**src/rtl/decodificador_2de5_mux.sv**
```systemverilog
// 2-of-5 multi-digit display driver.
// Captures codewords, flags invalid ones, scans digits onto one segment bus.
module decodificador_2de5_mux #(
  parameter int DIGITS    = 4,
  parameter int SCAN_DIV  = 50000,
  parameter int BLANK_CYC = 2,
  parameter int LZ_BLANK  = 0
) (
  input  logic                  clk,
  input  logic                  rst_n,
  input  logic [5*DIGITS-1:0]   code_in,
  input  logic                  load,
  output logic [6:0]            seg,
  output logic [DIGITS-1:0]     an,
  output logic [DIGITS-1:0]     err
);

  localparam int IW   = (DIGITS > 1) ? $clog2(DIGITS) : 1;
  localparam int CMAX = (SCAN_DIV > BLANK_CYC) ? SCAN_DIV : BLANK_CYC;
  localparam int CW   = $clog2(CMAX + 1);

  localparam logic [0:0] S_BLANK = 1'b0;
  localparam logic [0:0] S_SHOW  = 1'b1;

  localparam logic [4:0] ZERO_CW = 5'b11000;
  localparam logic [6:0] SEG_OFF = 7'h7F;

  logic [0:0]          state_q, state_d;
  logic [IW-1:0]       idx_q, idx_d;
  logic [CW-1:0]       cnt_q, cnt_d;
  logic [DIGITS-1:0]   an_q, an_d;
  logic [6:0]          seg_q, seg_d;
  logic [DIGITS-1:0]   err_q, err_d;
  logic [5*DIGITS-1:0] code_q, code_d;

  logic [DIGITS-1:0]   blank;
  logic                zrun;
  logic [4:0]          cur;
  logic [6:0]          shown_seg;
  logic [DIGITS-1:0]   an_sel;

  function automatic logic [6:0] pat(input logic [4:0] c);
    unique case (c)
      5'b11000: pat = 7'h3F;
      5'b10010: pat = 7'h06;
      5'b01001: pat = 7'h5B;
      5'b00110: pat = 7'h4F;
      5'b10001: pat = 7'h66;
      5'b00011: pat = 7'h6D;
      5'b01010: pat = 7'h7D;
      5'b00101: pat = 7'h07;
      5'b01100: pat = 7'h7F;
      5'b10100: pat = 7'h6F;
      default:  pat = 7'h40;
    endcase
  endfunction

  // Capture codewords and recompute validity flags on load
  always_comb begin
    code_d = code_q;
    err_d  = err_q;
    if (load) begin
      code_d = code_in;
      for (int i = 0; i < DIGITS; i++) begin
        err_d[i] = ($countones(code_in[5*i +: 5]) != 2);
      end
    end
  end

  // Leading-zero mask: run of valid zeros from the top digit down
  always_comb begin
    zrun  = 1'b1;
    blank = '0;
    for (int i = DIGITS - 1; i >= 0; i--) begin
      zrun = zrun & (code_q[5*i +: 5] == ZERO_CW);
      blank[i] = (LZ_BLANK != 0) && (i > 0) && zrun;
    end
  end

  assign cur       = code_q[5*int'(idx_q) +: 5];
  assign shown_seg = blank[idx_q] ? SEG_OFF : ~pat(cur);
  assign an_sel    = ~(DIGITS'(1) << idx_q);

  // Scan FSM: BLANK gap, then SHOW the current digit
  always_comb begin
    state_d = state_q;
    idx_d   = idx_q;
    cnt_d   = cnt_q + 1'b1;
    an_d    = an_q;
    seg_d   = seg_q;
    unique case (state_q)
      S_BLANK: begin
        an_d  = '1;
        seg_d = SEG_OFF;
        if (cnt_q == CW'(BLANK_CYC - 1)) begin
          state_d = S_SHOW;
          cnt_d   = '0;
          an_d    = an_sel;
          seg_d   = shown_seg;
        end
      end
      S_SHOW: begin
        an_d  = an_sel;
        seg_d = shown_seg;
        if (cnt_q == CW'(SCAN_DIV - 1)) begin
          state_d = S_BLANK;
          cnt_d   = '0;
          an_d    = '1;
          seg_d   = SEG_OFF;
          if (idx_q == IW'(DIGITS - 1)) begin
            idx_d = '0;
          end else begin
            idx_d = idx_q + 1'b1;
          end
        end
      end
      default: begin
        state_d = S_BLANK;
        cnt_d   = '0;
      end
    endcase
  end

  // State and output registers
  always_ff @(posedge clk or negedge rst_n) begin
    if (!rst_n) begin
      state_q <= S_BLANK;
      idx_q   <= '0;
      cnt_q   <= '0;
      an_q    <= '1;
      seg_q   <= SEG_OFF;
      err_q   <= '0;
      code_q  <= '0;
    end else begin
      state_q <= state_d;
      idx_q   <= idx_d;
      cnt_q   <= cnt_d;
      an_q    <= an_d;
      seg_q   <= seg_d;
      err_q   <= err_d;
      code_q  <= code_d;
    end
  end

  assign seg = seg_q;
  assign an  = an_q;
  assign err = err_q;

endmodule

```
**config.mk**
```make
export PLATFORM = sky130hd
export DESIGN_NAME = decodificador_2de5_mux
export DESIGN_NICKNAME = d
export VERILOG_FILES = /design/src/rtl/decodificador_2de5_mux.sv
export SDC_FILE = /design/constraint.sdc
export NUM_CORES = 1
export LEC_CHECK = 0
export ABC_AREA = 1
export ABC_CLOCK_PERIOD_IN_PS = 2100
export CAP_MARGIN = 20
export CORE_MARGIN = 2
export CORE_UTILIZATION = 35
export DETAILED_ROUTE_END_ITERATION = 10
export MAX_ROUTING_LAYER = met4
export PLACE_DENSITY = 0.61
export SLEW_MARGIN = 20
export SYNTH_ARGS = -nofsm -noshare
export SYNTH_HDL_FRONTEND = slang
export SYNTH_SLANG_ARGS = --single-unit
```
**constraint.sdc**
```tcl
create_clock -name clk -period 2.1 [get_ports clk]
set_input_delay 0.525 -clock clk [delete_from_list [all_inputs] [get_ports clk]]
set_output_delay 0.525 -clock clk [all_outputs]
set_load 0.02 [all_outputs]
```
* Word level (Yosys, flattened, before mapping) *
Memory sizes are Yosys's and may differ from the RTL's.
Index checks and enable logic that the tools add are counted.

operators by class
  add/subtract/negate cells = 18
  $mul = 1
  $lt $le $gt $ge = 1
  equal/unequal tests = 7
  shift operators = 2
  mux-type cells = 16
  bitwise logic cells = 3
  reductions and logical operators = 1

operator list
  kind                                                                     number
  16-bit two-way mux                                                       2
  16-bit case mux with 2 select lines                                      1
  7-bit two-way mux                                                        3
  20-bit by 6-bit indexed part select with 5-bit output                    1
  1-bit by 1-bit adder with 2-bit output                                   8
  16-bit by 1-bit adder with 16-bit output, second input constant          1
  3-bit by 1-bit adder with 4-bit output                                   4
  16-bit by 1-bit == test with 1-bit output, second input constant         1
  16-bit == test, second input constant                                    1
  4-bit by 2-bit inequality test with 1-bit output, second input constant  4
  7-bit case mux with 2 select lines                                       1
  2-bit by 2-bit adder with 3-bit output                                   4
  4-bit two-way mux                                                        2
  4-bit case mux with 2 select lines                                       1
  7-bit inverter                                                           1
  3-bit by 2-bit multiplier with 5-bit output, first input constant        1
  4-bit inverter                                                           1
  1-bit by 2-bit left shift with 4-bit output, first input constant        1
  2-bit by 3-bit < comparator with 1-bit output, second input constant     1
  1-bit two-way mux                                                        3
  2-bit by 1-bit adder with 2-bit output, second input constant            1
  1-bit binary-select mux with 2-bit select                                1
  2-bit == test, second input constant                                     1
  2-bit two-way mux                                                        1
  3 further kinds                                                          3

word-level totals
  register bits = 54
  bits in read-only memories = 224
  input port bits = 23
  output and inout port bits = 15
  logic and storage cells = 57
  memories = 1

memories
  name              depth  bits a word  rd ports  clocked after Yosys merged registers in  write ports  line  source
  (name not given)  32     7            1         0                                        0            43    unique case (c)

* Logic depth before layout (Yosys ltp) *
An unclocked memory read counts as a cell.

  depth in word-level cells = 7
  depth in mapped cells = 12
  gate-level depth less buffers = 11

* Worst setup path after synthesis *
OpenSTA, ideal clock, no wires.

  path kind = in2reg
  start = in code_in[5]
  end = reg err_q[1] (netlist: err[1])
  setup time = 127 ps
  arrival = 1974 ps
  required time = 1973 ps
  slack = -1 ps
  cell stages on the path = 7
  path buffers = 0
  cell sequence = inv_1 fa_1 inv_1 fa_1 ha_1 nor3b_1 o21ai_0

on the way
  word-level cells in the longest chain between the ends = 4

RTL lines
  element                                           line  source
  from (decl)                                       11    input logic [5*DIGITS-1:0] code_in,
  1-bit by 1-bit adder with 2-bit output            65    err_d[i] = ($countones(code_in[5*i +: 5]) != 2);
  2-bit by 2-bit adder with 3-bit output            65
  3-bit by 1-bit adder with 4-bit output            65
  4-bit by 2-bit inequality test with 1-bit output  65
  to (signal assigned)                              140   err_q <= err_d;
  to (decl)                                         33    logic [DIGITS-1:0] err_q, err_d;

Every way passes these cells.
A chain may end at the register's enable or synchronous reset.

* Final worst setup path *
  start = in code_in[0]
  end = reg err_q[0] (netlist: err[0])

The elaborated chain is that of the path after synthesis.

==> impl_results.md <==
- Post-layout min period: 2.08 ns
- Maximum vdd ir drop: between 0.2 and 0.3 mV
- Critical path's top delay family: adder cells
- Library cell contributing the largest single delay on the critical path: sky130_fd_sc_hd__fa_1
- Maximum fanout encountered on the critical timing path: 2
- Post-synth EDFFs: 0
- Slack of the critical path: ~0.017 ns
- Final worst path period share: 0.992
- Residual antenna-violating net count after detailed routing: 0
- Setup Buffers After CTS: 0
- Via count of the routed design: 2,519
- Buffer cell driving the clock tree root: sky130_fd_sc_hd__clkbuf_8
- H-tree depth: 2
- Largest net degree at the start of global routing: 34
- Area delta synth->final: 23.6%
- Std-Cell Rows: 34
- Transition time of the tightest slew-check pin: between 0.8 and 0.9 ns
- Leak Pwr: around 1.9 nW
- Clock latency reported for the late side of the worst-skew pair: ~0.3 ns
- RePlAce Congestion: 0.863
- CTS tree: built
- Final core occ: 0.443
- Synth Net Count: between 400 and 500
- Vias in the first global route: ~2.5k
- Clock skew: slightly above 0.007 ns
- Maximum frequency from static timing analysis: ~480 MHz
- Number of max-capacitance violations reported: 0
- Number of buffers inserted during clock tree synthesis: 5
- Remaining global-route overflow: 0
- Power after layout: around 2.2 mW
- Worst min path class: input port to asynchronous set/reset pin
- Number of detailed-routing iterations run before antenna repair: 5
- Number of remaining DRC errors: 0
- Hold violation count in the final report: 0
- Buffers from clock root to sink, at most: 2
- Share of cells above drive strength 1: 0.176
- Detailed-route wire length: 6.26 mm
- Standard cell core area: around 0.0086 mm2
- Sequential element share of the synthesized area: 0.441
- Initial detailed-routing violation count: 68
- Warnings from Yosys: 0
- # IOs: 38
- CP cell instances: clkdlybuf4s15_1, inv_2, fa_1, inv_1, fa_2, ha_4, nor3b_2, o21ai_1
- Syn avg cell area: between 8 and 9 um2
- Final count of pins violating max slew: 0
- Routed via count divided by cell count: 4.67
- Power per cell area: approximately 590 mW/mm2
- Cell area after technology mapping: roughly 0.0031 mm2
- IO buf count: 37
- Worst stage delay on the critical path: around 0.53 ns
- Post-layout nets: roughly 480
- Post-Layout Cell Count: between 500 and 600
- First-pass GRT wire length: 11.3 mm
- Critical path arrival: between 2 and 2.5 ns
- # diodes: 0
- Initial Util: 0.359
- TritonCTS sink count: 54
- Full die area: about 0.0096 mm2
- Final setup fails: 0
- Buffering stage count on the worst path with inverters included: 3
- Worst slew slack as a fraction of its limit: 0.444
- Async S/R FF share, synth: 1.00
- Combined global-route utilization of all metal layers: 0.146
- Worst Setup Slack post-DPL: -0.672 ns
- Type of destination of the critical path: flop
- Cts-stage hold buffer count: 0
- Number of antenna violations at the first check in global routing: 0
- Number of placed cells counting well taps: roughly 530
- Main synth FF type: sky130_fd_sc_hd__dfrtp_1
- Worst Setup Start Kind: input port
- Detailed Place HPWL: about 4.8 mm
- Routed wire length per instance: 11.6 um
- Count of cell types in the netlist: 29
- Register bit total from synthesis: 54
- CP required: around 2.3 ns
- Classification of the worst setup path: input port to flop
- Synthesized netlist cell count: 378
- Fill cell total of the finished layout: ~860
- Die X: 98.1 um
- Outcome: finished, final reports clean
- Post-CTS clock slew at the launch and capture registers of the worst setup and hold paths: about 0.1 ns
- Die height: around 98 um
[cells in the mapped netlist (all sizes together) (2+ instances only)]
cell type	instances	area, um2
o21ai	20	100
fa	8	160
clkbuf	4	15.0
a32oi	2	17.5
nor2	35	146
ha	14	175
nand2	121	467
a31oi	2	12.5
nand3	30	165
dfstp	11	289
xor2	7	61.3
nor3	2	15.0
nand4	8	50.1
a21oi	6	30.0
inv	51	191
buf	5	52.6
dfrtp	43	1080
nor3b	7	57.6
[report_power, final]
part | internal, mW | total (mW) | leakage (nW) | switching [mW]
Sequential | 1.12 | 1.16 | 0.639 | 0.0343
Combinational | 0.230 | 0.493 | 1.19 | 0.262
Clock | 0.266 | 0.597 | 0.0472 | 0.332
Total | 1.62 | 2.25 | 1.87 | 0.628
[what timing repair did]
action,in CTS,in global routing
pin swaps,10,6
gates resized for setup,29,11
endpoints found under the setup margin,4,4
[metal layers]
layer,global-route usage,part of all wire,up-vias
li1,-,-,1288
met1,0.202,0.50,1177
met2,0.223,0.46,50
met3,0.0279,0.036,4
met4,0.0342,0.0054,0
met5,-,0,-
[per-stage QoR]
stage / TNS (ns) / cell area (um2) / hold slack [ns]
floorplan: 0 / 3100 / 0.229
global placement: -1.96 / 3670 / 0.457
detailed placement: -2.29 / 3670 / 0.465
CTS: 0 / 3790 / 0.220
global route: -0.00192 / 3830 / 0.241
finish: 0 / 3830 / 0.201
[cells by family (layout without fill, tap and decap cells)]
logic type               after synthesis  count (layout)  synth area share
AO/OA/AOI/OAI                         32              32            0.0566
XOR/XNOR                               7               7            0.0198
adder cells (fa/ha/maj)               22              22             0.108
buffers and inverters                 60             113            0.0836
flip-flops                            54              54             0.441
AND/OR/NAND/NOR                      203             203             0.291
[final timing paths]
path,startpoint,endpoint,slack [ns],depth (start not counted)
worst max-delay path,code_in[0],err[0]$_DFFE_PN0P_,0.02,8
worst min-delay path,rst_n,cnt_q[7]$_DFF_PN0_,0.20,1
worst max register to register,idx_q[0]$_DFFE_PN0P_,seg[2]$_DFF_PN1_,0.28,10
worst min register to register,code_q[14]$_DFFE_PN0P_,code_q[14]$_DFFE_PN0P_,0.48,2
max in group asynchronous,rst_n,code_q[15]$_DFFE_PN0P_,1.34,2
min in group clk,code_q[14]$_DFFE_PN0P_,code_q[14]$_DFFE_PN0P_,0.48,2
[sequential cells by signal, indices dropped and copies added, names as in the netlist]
register / count
an: 4
state_q: 1
code_q: 20
err: 4
seg: 7
cnt_q: 16
idx_q: 2
[layout by cell type, fill, tap and decap left out, types with 11 or more instances in the layout]
master,n
sky130_fd_sc_hd__nand2_1,116
sky130_fd_sc_hd__dfrtp_1,43
sky130_fd_sc_hd__inv_1,36
sky130_fd_sc_hd__nor2_1,31
sky130_fd_sc_hd__nand3_1,27
sky130_fd_sc_hd__clkdlybuf4s50_1,24
sky130_fd_sc_hd__o21ai_0,16
sky130_fd_sc_hd__buf_4,16
sky130_fd_sc_hd__inv_2,15
sky130_fd_sc_hd__ha_1,11
sky130_fd_sc_hd__dfstp_2,11
[area by class of cell]
cell class	count	area (um2)	area share
repair buffers	54	498	0.130
well taps	108	135	0.0353
clock inverters	2	12.5	0.00327
inverters	51	191	0.0500
flip-flops and latches	54	1370	0.357
clock buffers	6	82.6	0.0216
multi-input cells	264	1540	0.403
Power figures use the tool's default switching activity.
